<file path="src/rtl/npc_predict_unit.sv">
// Next-PC generator for the fetch stage.
// Predicts the next fetch address from the instruction in IF (JAL always taken,
// conditional branches follow a PC-indexed table of 2-bit counters), remembers
// every prediction until its instruction resolves, and raises a redirect with
// the corrected PC when a resolved outcome disagrees with what was predicted.
module npc_predict_unit #(
  parameter int                  WIDTH_PC      = 32,
  parameter int                  WIDTH_INST    = 32,
  parameter int                  RESOLVE_DEPTH = 2,
  parameter int                  BHT_ENTRIES   = 64,
  parameter logic [WIDTH_PC-1:0] RESET_PC      = '0
) (
  input  logic                  clk,
  input  logic                  rst_n,
  input  logic                  stop_IF,
  input  logic [WIDTH_PC-1:0]   current_pc,
  input  logic [WIDTH_INST-1:0] inst,
  input  logic                  res_valid,
  input  logic                  res_is_branch,
  input  logic                  res_taken,
  input  logic [WIDTH_PC-1:0]   res_pc,
  input  logic [WIDTH_PC-1:0]   res_target,
  output logic [WIDTH_PC-1:0]   npc,
  output logic                  redirect,
  output logic                  pred_taken
);

  localparam int                  IDX_W     = $clog2(BHT_ENTRIES);
  localparam logic [6:0]          OP_JAL    = 7'b1101111;
  localparam logic [6:0]          OP_BRANCH = 7'b1100011;
  localparam logic [WIDTH_PC-1:0] PC_STEP   = WIDTH_PC'(4);

  // Branch history table: 2-bit saturating counters, MSB is the taken prediction
  logic [1:0]          bht        [BHT_ENTRIES];

  // Prediction record, slot 0 holds the oldest in-flight prediction
  logic                rec_valid  [RESOLVE_DEPTH];
  logic                rec_taken  [RESOLVE_DEPTH];
  logic [WIDTH_PC-1:0] rec_target [RESOLVE_DEPTH];

  logic [20:0]         j_imm;
  logic [12:0]         b_imm;
  logic [WIDTH_PC-1:0] seq_pc;
  logic [WIDTH_PC-1:0] j_target;
  logic [WIDTH_PC-1:0] b_target;
  logic [WIDTH_PC-1:0] pred_pc;
  logic [IDX_W-1:0]    pred_idx;
  logic [IDX_W-1:0]    res_idx;
  logic                mispredict;
  logic                train;

  assign j_imm    = {inst[31], inst[19:12], inst[20], inst[30:21], 1'b0};
  assign b_imm    = {inst[31], inst[7], inst[30:25], inst[11:8], 1'b0};
  assign seq_pc   = current_pc + PC_STEP;
  assign j_target = current_pc + WIDTH_PC'($signed(j_imm));
  assign b_target = current_pc + WIDTH_PC'($signed(b_imm));
  assign pred_idx = current_pc[IDX_W+1:2];
  assign res_idx  = res_pc[IDX_W+1:2];

  // A resolved outcome is only judged against a live prediction; squashed bubbles are ignored
  assign mispredict = res_valid & rec_valid[0] &
                      ((rec_taken[0] != res_taken) |
                       (res_taken & (rec_target[0] != res_target)));
  assign redirect   = mispredict;
  assign train      = res_valid & res_is_branch & rec_valid[0];

  // Static/dynamic direction and target prediction for the instruction in IF
  always_comb begin
    pred_taken = 1'b0;
    pred_pc    = seq_pc;
    case (inst[6:0])
      OP_JAL: begin
        pred_taken = 1'b1;
        pred_pc    = j_target;
      end
      OP_BRANCH: begin
        pred_taken = bht[pred_idx][1];
        pred_pc    = bht[pred_idx][1] ? b_target : seq_pc;
      end
      default: begin
        pred_taken = 1'b0;
        pred_pc    = seq_pc;
      end
    endcase
  end

  // Next fetch address: reset, then mispredict correction, then stall hold, then prediction
  always_comb begin
    npc = pred_pc;
    if (!rst_n) begin
      npc = RESET_PC;
    end else if (mispredict) begin
      npc = res_taken ? res_target : (res_pc + PC_STEP);
    end else if (stop_IF) begin
      npc = current_pc;
    end
  end

  // Record shifts toward slot 0 on each unstalled fetch; a mispredict wipes every slot
  always_ff @(posedge clk or negedge rst_n) begin
    if (!rst_n) begin
      for (int i = 0; i < RESOLVE_DEPTH; i++) begin
        rec_valid[i]  <= 1'b0;
        rec_taken[i]  <= 1'b0;
        rec_target[i] <= '0;
      end
    end else if (mispredict) begin
      for (int i = 0; i < RESOLVE_DEPTH; i++) begin
        rec_valid[i] <= 1'b0;
      end
    end else if (!stop_IF) begin
      for (int i = 0; i < RESOLVE_DEPTH - 1; i++) begin
        rec_valid[i]  <= rec_valid[i+1];
        rec_taken[i]  <= rec_taken[i+1];
        rec_target[i] <= rec_target[i+1];
      end
      rec_valid[RESOLVE_DEPTH-1]  <= 1'b1;
      rec_taken[RESOLVE_DEPTH-1]  <= pred_taken;
      rec_target[RESOLVE_DEPTH-1] <= pred_pc;
    end
  end

  // Counter training on every live branch resolution, independent of stall or redirect
  always_ff @(posedge clk or negedge rst_n) begin
    if (!rst_n) begin
      for (int i = 0; i < BHT_ENTRIES; i++) begin
        bht[i] <= 2'b01;
      end
    end else if (train) begin
      if (res_taken && (bht[res_idx] != 2'b11)) begin
        bht[res_idx] <= bht[res_idx] + 2'b01;
      end else if (!res_taken && (bht[res_idx] != 2'b00)) begin
        bht[res_idx] <= bht[res_idx] - 2'b01;
      end
    end
  end

endmodule

</file>
<file path="config.mk">
export PLATFORM = sky130hd
export DESIGN_NAME = npc_predict_unit
export DESIGN_NICKNAME = d
export VERILOG_FILES = /design/src/rtl/npc_predict_unit.sv
export SDC_FILE = /design/constraint.sdc
export NUM_CORES = 1
export LEC_CHECK = 0
export BUFFER_PORTS_ARGS = -buffer_cell sky130_fd_sc_hd__buf_2
export CAP_MARGIN = 15
export CORE_AREA = 3 3 169 253
export DETAILED_ROUTE_END_ITERATION = 10
export DIE_AREA = 0 0 172 256
export PLACE_DENSITY = 0.66
export SYNTH_ARGS = -nofsm -noshare
export SYNTH_HDL_FRONTEND = slang
export SYNTH_SLANG_ARGS = --single-unit
</file>
<file path="constraint.sdc">
create_clock -name clk -period 3.3 [get_ports clk]
set_input_delay 0.165 -clock clk [delete_from_list [all_inputs] [get_ports clk]]
set_output_delay 0.165 -clock clk [all_outputs]
set_load 0.02 [all_outputs]
</file>
# --- Word-level counts from Yosys, hierarchy flattened ---
# Cells that the tools add are included.
word_totals:
  word_cells: 124
  register_bits: 196
  output_inout_bits: 34
op_classes:
  mux: 21
  n_lt_le_gt_ge: 3
  reduce_logical: 8
  addsub: 6
  n_eq_ne: 6
  n_bitwise: 10
ops:
  columns: ["op", "count"]
  rows:
  - ["128-bit bitwise mux", 2]
  - ["128-bit two-way mux", 2]
  - ["32-bit two-way mux", 5]
  - ["32-bit by 3-bit adder with 32-bit output, second input constant", 2]
  - ["32-bit adder", 2]
  - ["32-bit case mux with 2 select lines", 1]
  - ["32-bit inequality test", 1]
  - ["2-bit binary-select mux with 6-bit select", 2]
  - ["7-bit equality test, second input constant", 2]
  - ["7-bit >= comparator, second input constant", 2]
  - ["2-bit two-way mux", 7]
  - ["6-bit NOT with 7-bit output", 2]
  - ["2-bit demux with 6-bit select", 1]
  - ["7-bit by 1-bit < comparator with 1-bit output, second input constant", 1]
  - ["1-bit bitwise AND", 5]
  - ["2-bit AND reduction", 2]
  - ["2-bit nonzero test", 2]
  - ["1-bit logical AND", 3]
  - ["2-bit by 1-bit adder with 2-bit output, second input constant", 1]
  - ["2-bit by 1-bit inequality test with 1-bit output, second input constant", 1]
  - ["2-bit inequality test, second input constant", 1]
  - ["1-bit NOT", 2]
  - ["1-bit case mux with 2 select lines", 1]
  - ["2-bit by 1-bit subtractor with 2-bit output, second input constant", 1]
  - ["3 further kinds", 3]

# --- Longest topological paths before layout ---
depth:
  depth_word: 9
  ltp_mapped: 18
  mapped_depth_nobuf: 16

# --- Least setup slack after synthesis ---
# No wires, ideal clock.
synth_path:
  path_kind: "input to register"
  from: "input res_pc[3]"
  to: "register bht[7] (netlist name)"
  n_path_buf: 3
  cell_stages: 16
  t_arrival_ps: 3401
  setup_slack_ps: -226
  path_cell_list: "buf_2 > clkbuf_1 > nand3b_2 > o22ai_1 > or4_1 > nand2_1 > o21ai_1 > a211oi_2 > nand2_1 > buf_2 > ha_1 > nor2_1 > o2111a_1 > nand2_1 > nor2_1 > mux2_2"
synth_via:
  elab_chain_cells: 8
  word_cells_on_any_way: 21
synth_lines:
  columns: ["item", "line", "rtl"]
  rows:
  - ["start, declared", "21", "input logic [WIDTH_PC-1:0] res_pc,"]
  - ["6-bit NOT with 7-bit output (implied by the code) *", null, null]
  - ["2-bit binary-select mux with 6-bit select (tied with other cells)", null, null]
  - ["2-bit two-way mux (implied by the code) or 1-bit logical AND (tied branches)", null, null]
  - ["2-bit two-way mux (on tied branches)", null, null]
  - ["2-bit by 1-bit subtractor with 2-bit output (tied with other cells)", "133", "bht[res_idx] <= bht[res_idx] - 2'b01;"]
  - ["128-bit bitwise mux (tied with other cells)", "133", null]
  - ["128-bit two-way mux or 2-bit nonzero test (tied branches)", null, null]
  - ["128-bit two-way mux or 2-bit AND reduction (tied branches)", null, null]
  - ["end signal, assigned by index", "131", "bht[res_idx] <= bht[res_idx] + 2'b01;"]
  - ["end signal, assigned by index", "133", null]
  - ["end, declared", "34", "logic [1:0] bht [BHT_ENTRIES];"]
# Every way passes the cells marked *; elsewhere a longest branch is shown, timed or not. The select of a mux whose other input is x is not followed.
# A chain may end at the register's enable or synchronous reset.

# --- Worst setup path after layout ---
layout_path:
  from: "register bht[99] (netlist name)"
  to: "output npc[24]"
layout_via:
  elab_chain_cells: 8
layout_lines:
  columns: ["item", "line", "rtl"]
  rows:
  - ["2-bit binary-select mux with 6-bit select", "78", "pred_pc = bht[pred_idx][1] ? b_target : seq_pc;"]
  - ["2-bit two-way mux (implied by the code) (2 in series)", "78", null]
  - ["32-bit two-way mux", "78", null]
  - ["32-bit case mux with 2 select lines", "71", "case (inst[6:0])"]
  - ["32-bit two-way mux", "94", "end else if (stop_IF) begin"]
  - ["32-bit two-way mux", "92", "end else if (mispredict) begin"]
  - ["32-bit two-way mux", "90", "if (!rst_n) begin"]
  - ["end, declared", "23", "output logic [WIDTH_PC-1:0] npc,"]
# Every way passes these cells. The select of a mux whose other input is x is not followed.

==> results by stage <==
Outcome:
- The run finished, with violations left.
- The final reports fail on negative setup slack.

Logic synthesis:
- The share of the synthesized area in the top cell type is 22.7%.
- Counting flops and latches in the post-synthesis netlist gives 196.
- The Yosys warning count is 0.
- The number of instances in the synthesized netlist is 1712.
- In the synthesized netlist, the cells that appear most often are sky130_fd_sc_hd__nand2_1 (270), sky130_fd_sc_hd__nor2_1 (157), sky130_fd_sc_hd__dfrtp_1 (132).
- Yosys mapped a number of flops with a built-in enable equal to 0.
- The library cell with the largest summed area after synthesis is sky130_fd_sc_hd__dfrtp_1.
- Among all cell types in the netlist, the one instantiated most often is sky130_fd_sc_hd__nand2_1.
- The fraction of the yosys area taken by sequential cells is 34.2%.
- The number of nets in the synthesized netlist is 1895.
- The unique cell type count in the Yosys netlist is 75.
- The netlist area before placement is 0.0146 mm².
- The predominant post-synthesis flop cell is sky130_fd_sc_hd__dfrtp_1.
- The share of flip-flops with an asynchronous set or reset is 100%.
- Yosys attributes the largest share of cell area to sky130_fd_sc_hd__dfrtp_1 (23%), sky130_fd_sc_hd__dfstp_2 (12%), sky130_fd_sc_hd__nand2_1 (7.0%).
- The average cell area after synthesis is 8.51 µm².

Timing:
- Final hold analysis gives a worst-case slack of 168 ps.
- The normalized max-slew margin is 38.6%.
- Setup repair after global routing could not meet its margin everywhere.
- Dividing the final minimum period by the clock period gives 107%.
- For the final database, setup skew stands at 16.1 ps.
- The number of failing hold endpoints at the final stage is 0.
- The number of pins with negative max-slew slack in the final report is 0.
- The achievable clock frequency is 282 MHz.
- At the pin with the least slew margin, the transition time is 917 ps.
- The final setup violation count is 30.
- The smallest clock period supported by the final layout is computed as 3540 ps.
- Once routing completed, OpenROAD measured the worst setup slack at -243 ps.

Power:
- The cell internal power dissipation is 4.86 mW.
- The analysis attributes to net switching a power of 2.71 mW.
- Of the total power, the share spent switching nets is 35.8%.
- The analysis attributes to cell leakage a power of 8.46 nW.
- Power spread over the standard cell area amounts to 390 mW/mm².
- The final total power is 7.57 mW.
- The worst-case IR drop observed on VDD is 380 µV.
- The clock network is responsible for 29.8% of the overall power.
- Sequential cells burn 38.1% of the power.
- Combinational logic is responsible for 32.1% of the overall power.

Global route:
- Global routing finished with a remaining overflow of 0.
- The via count of the first global-routing pass is 15800.
- The first global-routing pass estimated 92000 µm of wire.
- The largest net degree at the start of global routing is 102.
- The global router's overall resource usage is 27.4%.
- The initial antenna violation count was 3.

Floorplanning:
- The count of boundary I/O pins is 168.
- The floorplan step defined a core boundary enclosing 0.0410 mm².
- The die covers 0.0440 mm².
- The die is 256 µm tall.
- The starting density of the core is 35.6%.
- The cell row count is 91.
- The floorplan step set the die width to 172 µm.

Layout:
- Cells fill 47.4% of the core in the end.
- Compared with the post-synthesis result, the final layout area differs by 33.4%.
- The final-layout fill cell count is 3971.
- The final layout contains 2258 nets.
- The finished cells cover 0.0194 mm².
- The share of final-layout standard cells stronger than drive strength 1 is 37.8%.

Placement:
- The half-perimeter wire length after placement is 48900 µm.
- The final weighted congestion in routability-driven placement is 1.04.
- Input and output buffers added on the ports amount to 167.
- The area after detailed placement is 0.0176 mm².

Routing:
- Dividing the detail-routed wire length by the instance count gives 24.0 µm.
- Summing over every cut layer, the via total after detailed routing is 15500.
- The routed design has 62500 µm of wire.
- The final antenna-violating net count is 0.
- The detailed-route DRC error count is 0.
- The average via count per standard cell is 5.97.
- The detailed router finished its first iteration with 1236 violations.
- The pre-antenna-repair detailed-routing pass consisted of 5 iterations.

CTS:
- The clock tree from TritonCTS is built.
- The clock passes through at most 2 buffers.
- The clock transition at the registers of the reported paths is 80 ps.
- The tree is rooted in a sky130_fd_sc_hd__clkbuf_16.
- The H-tree depth is 4.
- The total clock sinks is 196.
- Clock latency on the worst-skew pair, taken at its later pin, is 450 ps.
- In this run, CTS created clock tree buffers numbering 17.

Setup path:
- The critical setup path kind is reg2out.
- For the worst setup path, the data required time is 3130 ps.
- The element type at the critical path end is an output port.
- The arrival time at the worst endpoint is 3380 ps.
- The critical path launch point is bht[99].
- In this run the critical register-to-register path is launched from bht[99].
- Along the worst path, the maximum fanout reaches 6.
- STA classifies the critical path startpoint as a register.

Flow run:
- The tool flagged a number of max-cap violations equal to 0.

Min path:
- The start point of the worst min-delay path is stop_IF.
- The min-delay analysis places its worst path in the category in2reg.
## cell usage in the layout (no fill, tap or decap), types with 11 or more instances in the layout
cell / Yosys / final
sky130_fd_sc_hd__buf_4: 0 / 262
sky130_fd_sc_hd__buf_2: 10 / 138
sky130_fd_sc_hd__o311ai_0: 15 / 14
sky130_fd_sc_hd__dfstp_2: 64 / 64
sky130_fd_sc_hd__clkbuf_16: 0 / 17
sky130_fd_sc_hd__a21oi_2: 0 / 11
sky130_fd_sc_hd__mux2_2: 82 / 82
sky130_fd_sc_hd__nor3_1: 27 / 23
sky130_fd_sc_hd__mux4_2: 12 / 12
sky130_fd_sc_hd__o22ai_1: 42 / 39
sky130_fd_sc_hd__nor2_4: 1 / 15
sky130_fd_sc_hd__mux2i_1: 17 / 16
sky130_fd_sc_hd__buf_6: 3 / 26
sky130_fd_sc_hd__nand3_1: 44 / 40
sky130_fd_sc_hd__o21ai_0: 83 / 76
sky130_fd_sc_hd__nor2_2: 0 / 30
sky130_fd_sc_hd__nand4_1: 33 / 33
sky130_fd_sc_hd__xnor2_1: 78 / 77
sky130_fd_sc_hd__nand2_1: 270 / 254
sky130_fd_sc_hd__inv_1: 26 / 26
sky130_fd_sc_hd__and3_1: 19 / 16
sky130_fd_sc_hd__o21a_1: 18 / 18
sky130_fd_sc_hd__a31oi_1: 29 / 28
sky130_fd_sc_hd__xor2_1: 46 / 46
sky130_fd_sc_hd__a22oi_1: 30 / 30
sky130_fd_sc_hd__ha_1: 47 / 47
sky130_fd_sc_hd__a21o_1: 18 / 18
sky130_fd_sc_hd__a21oi_1: 95 / 84
sky130_fd_sc_hd__o211ai_1: 30 / 30
sky130_fd_sc_hd__dfrtp_1: 132 / 128
sky130_fd_sc_hd__nor2_1: 157 / 113
## power by group through the flow
stage / clock network [mW] / registers [mW] / logic (mW)
4_1_cts: 2.27 / 2.88 / 2.33
2_1_floorplan: 0 / 2.83 / 1.25
3_3_place_gp: 0 / 2.92 / 2.17
5_1_grt: 2.38 / 2.91 / 2.60
6_report: 2.26 / 2.89 / 2.43
3_5_place_dp: 0 / 2.92 / 2.20
## worst paths after layout
check,to,slack (ps),depth (start not counted)
hold reg to reg,rec_target[63],470,2
setup reg to reg,rec_target[6],60,14
setup / recovery,npc[24],-240,12
min in group asynchronous,rec_target[13],290,2
hold / removal,rec_valid[1],170,3
max in group asynchronous,async pin,2050,3
## logic make-up after synthesis
logic type               synth area share [%]
AND/OR/NAND/NOR                          19.8
adder cells (fa/ha/maj)                  4.31
buffers and inverters                    3.59
XOR/XNOR                                 7.45
AO/OA/AOI/OAI                            21.3
flip-flops                               34.2
multiplexers                             9.36
## layer usage
| layer | track usage (%) | part of all wire, % |
|---|---|---|
| met1 | 28.3 | 34 |
| met2 | 49.5 | 51 |
| met3 | 4.02 | 5.7 |
| met4 | 19.9 | 9.2 |
| met5 | 0 | 0.018 |
## worst max-delay path: stages (launching register included)
cell	delay, ps
sky130_fd_sc_hd__dfrtp_1	410
sky130_fd_sc_hd__mux4_2	550
sky130_fd_sc_hd__a22o_1	240
sky130_fd_sc_hd__o21ai_1	120
sky130_fd_sc_hd__nand4b_1	200
sky130_fd_sc_hd__buf_4	210
sky130_fd_sc_hd__and3_4	210
sky130_fd_sc_hd__nor2_4	160
sky130_fd_sc_hd__buf_6	150
sky130_fd_sc_hd__a211oi_1	70
sky130_fd_sc_hd__o211ai_1	210
sky130_fd_sc_hd__o2111a_1	270
sky130_fd_sc_hd__buf_6	120
## through the flow
step	setup TNS, ps	setup WS, ps	std cells
final	-4700	-243	2601
after global routing	-7040	-326	2601
after CTS	-1950	-160	2589
after detailed placement	-8780	-182	2520
after global placement	-4420	-151	2520
after floorplan	-48.5	-13.4	1712
## area by class of cell
class / instances / area [µm²] / share of cell area (%)
tap: 511 / 639 / 3.29
timing repair buffer: 443 / 3250 / 16.7
multi-input combinational: 1388 / 9800 / 50.4
clock inverter: 15 / 213 / 1.09
inverter: 28 / 110 / 0.567
antenna: 2 / 5.00 / 0.0258
timing repair inverter: 1 / 8.76 / 0.0451
clock buffer: 17 / 425 / 2.19
sequential: 196 / 4990 / 25.7
## repair_timing
action / 4_1_cts / 5_1_grt
pin swaps: 56 / 29
endpoints found under the hold margin: 33 / 0
endpoints found under the setup margin: 31 / 148
buffers inserted: 34 / 13
cloned: 4 / 0
gates resized for setup: 126 / 108
hold buffers: 2 / 0
Note: power is estimated with default switching activity, not from simulation.
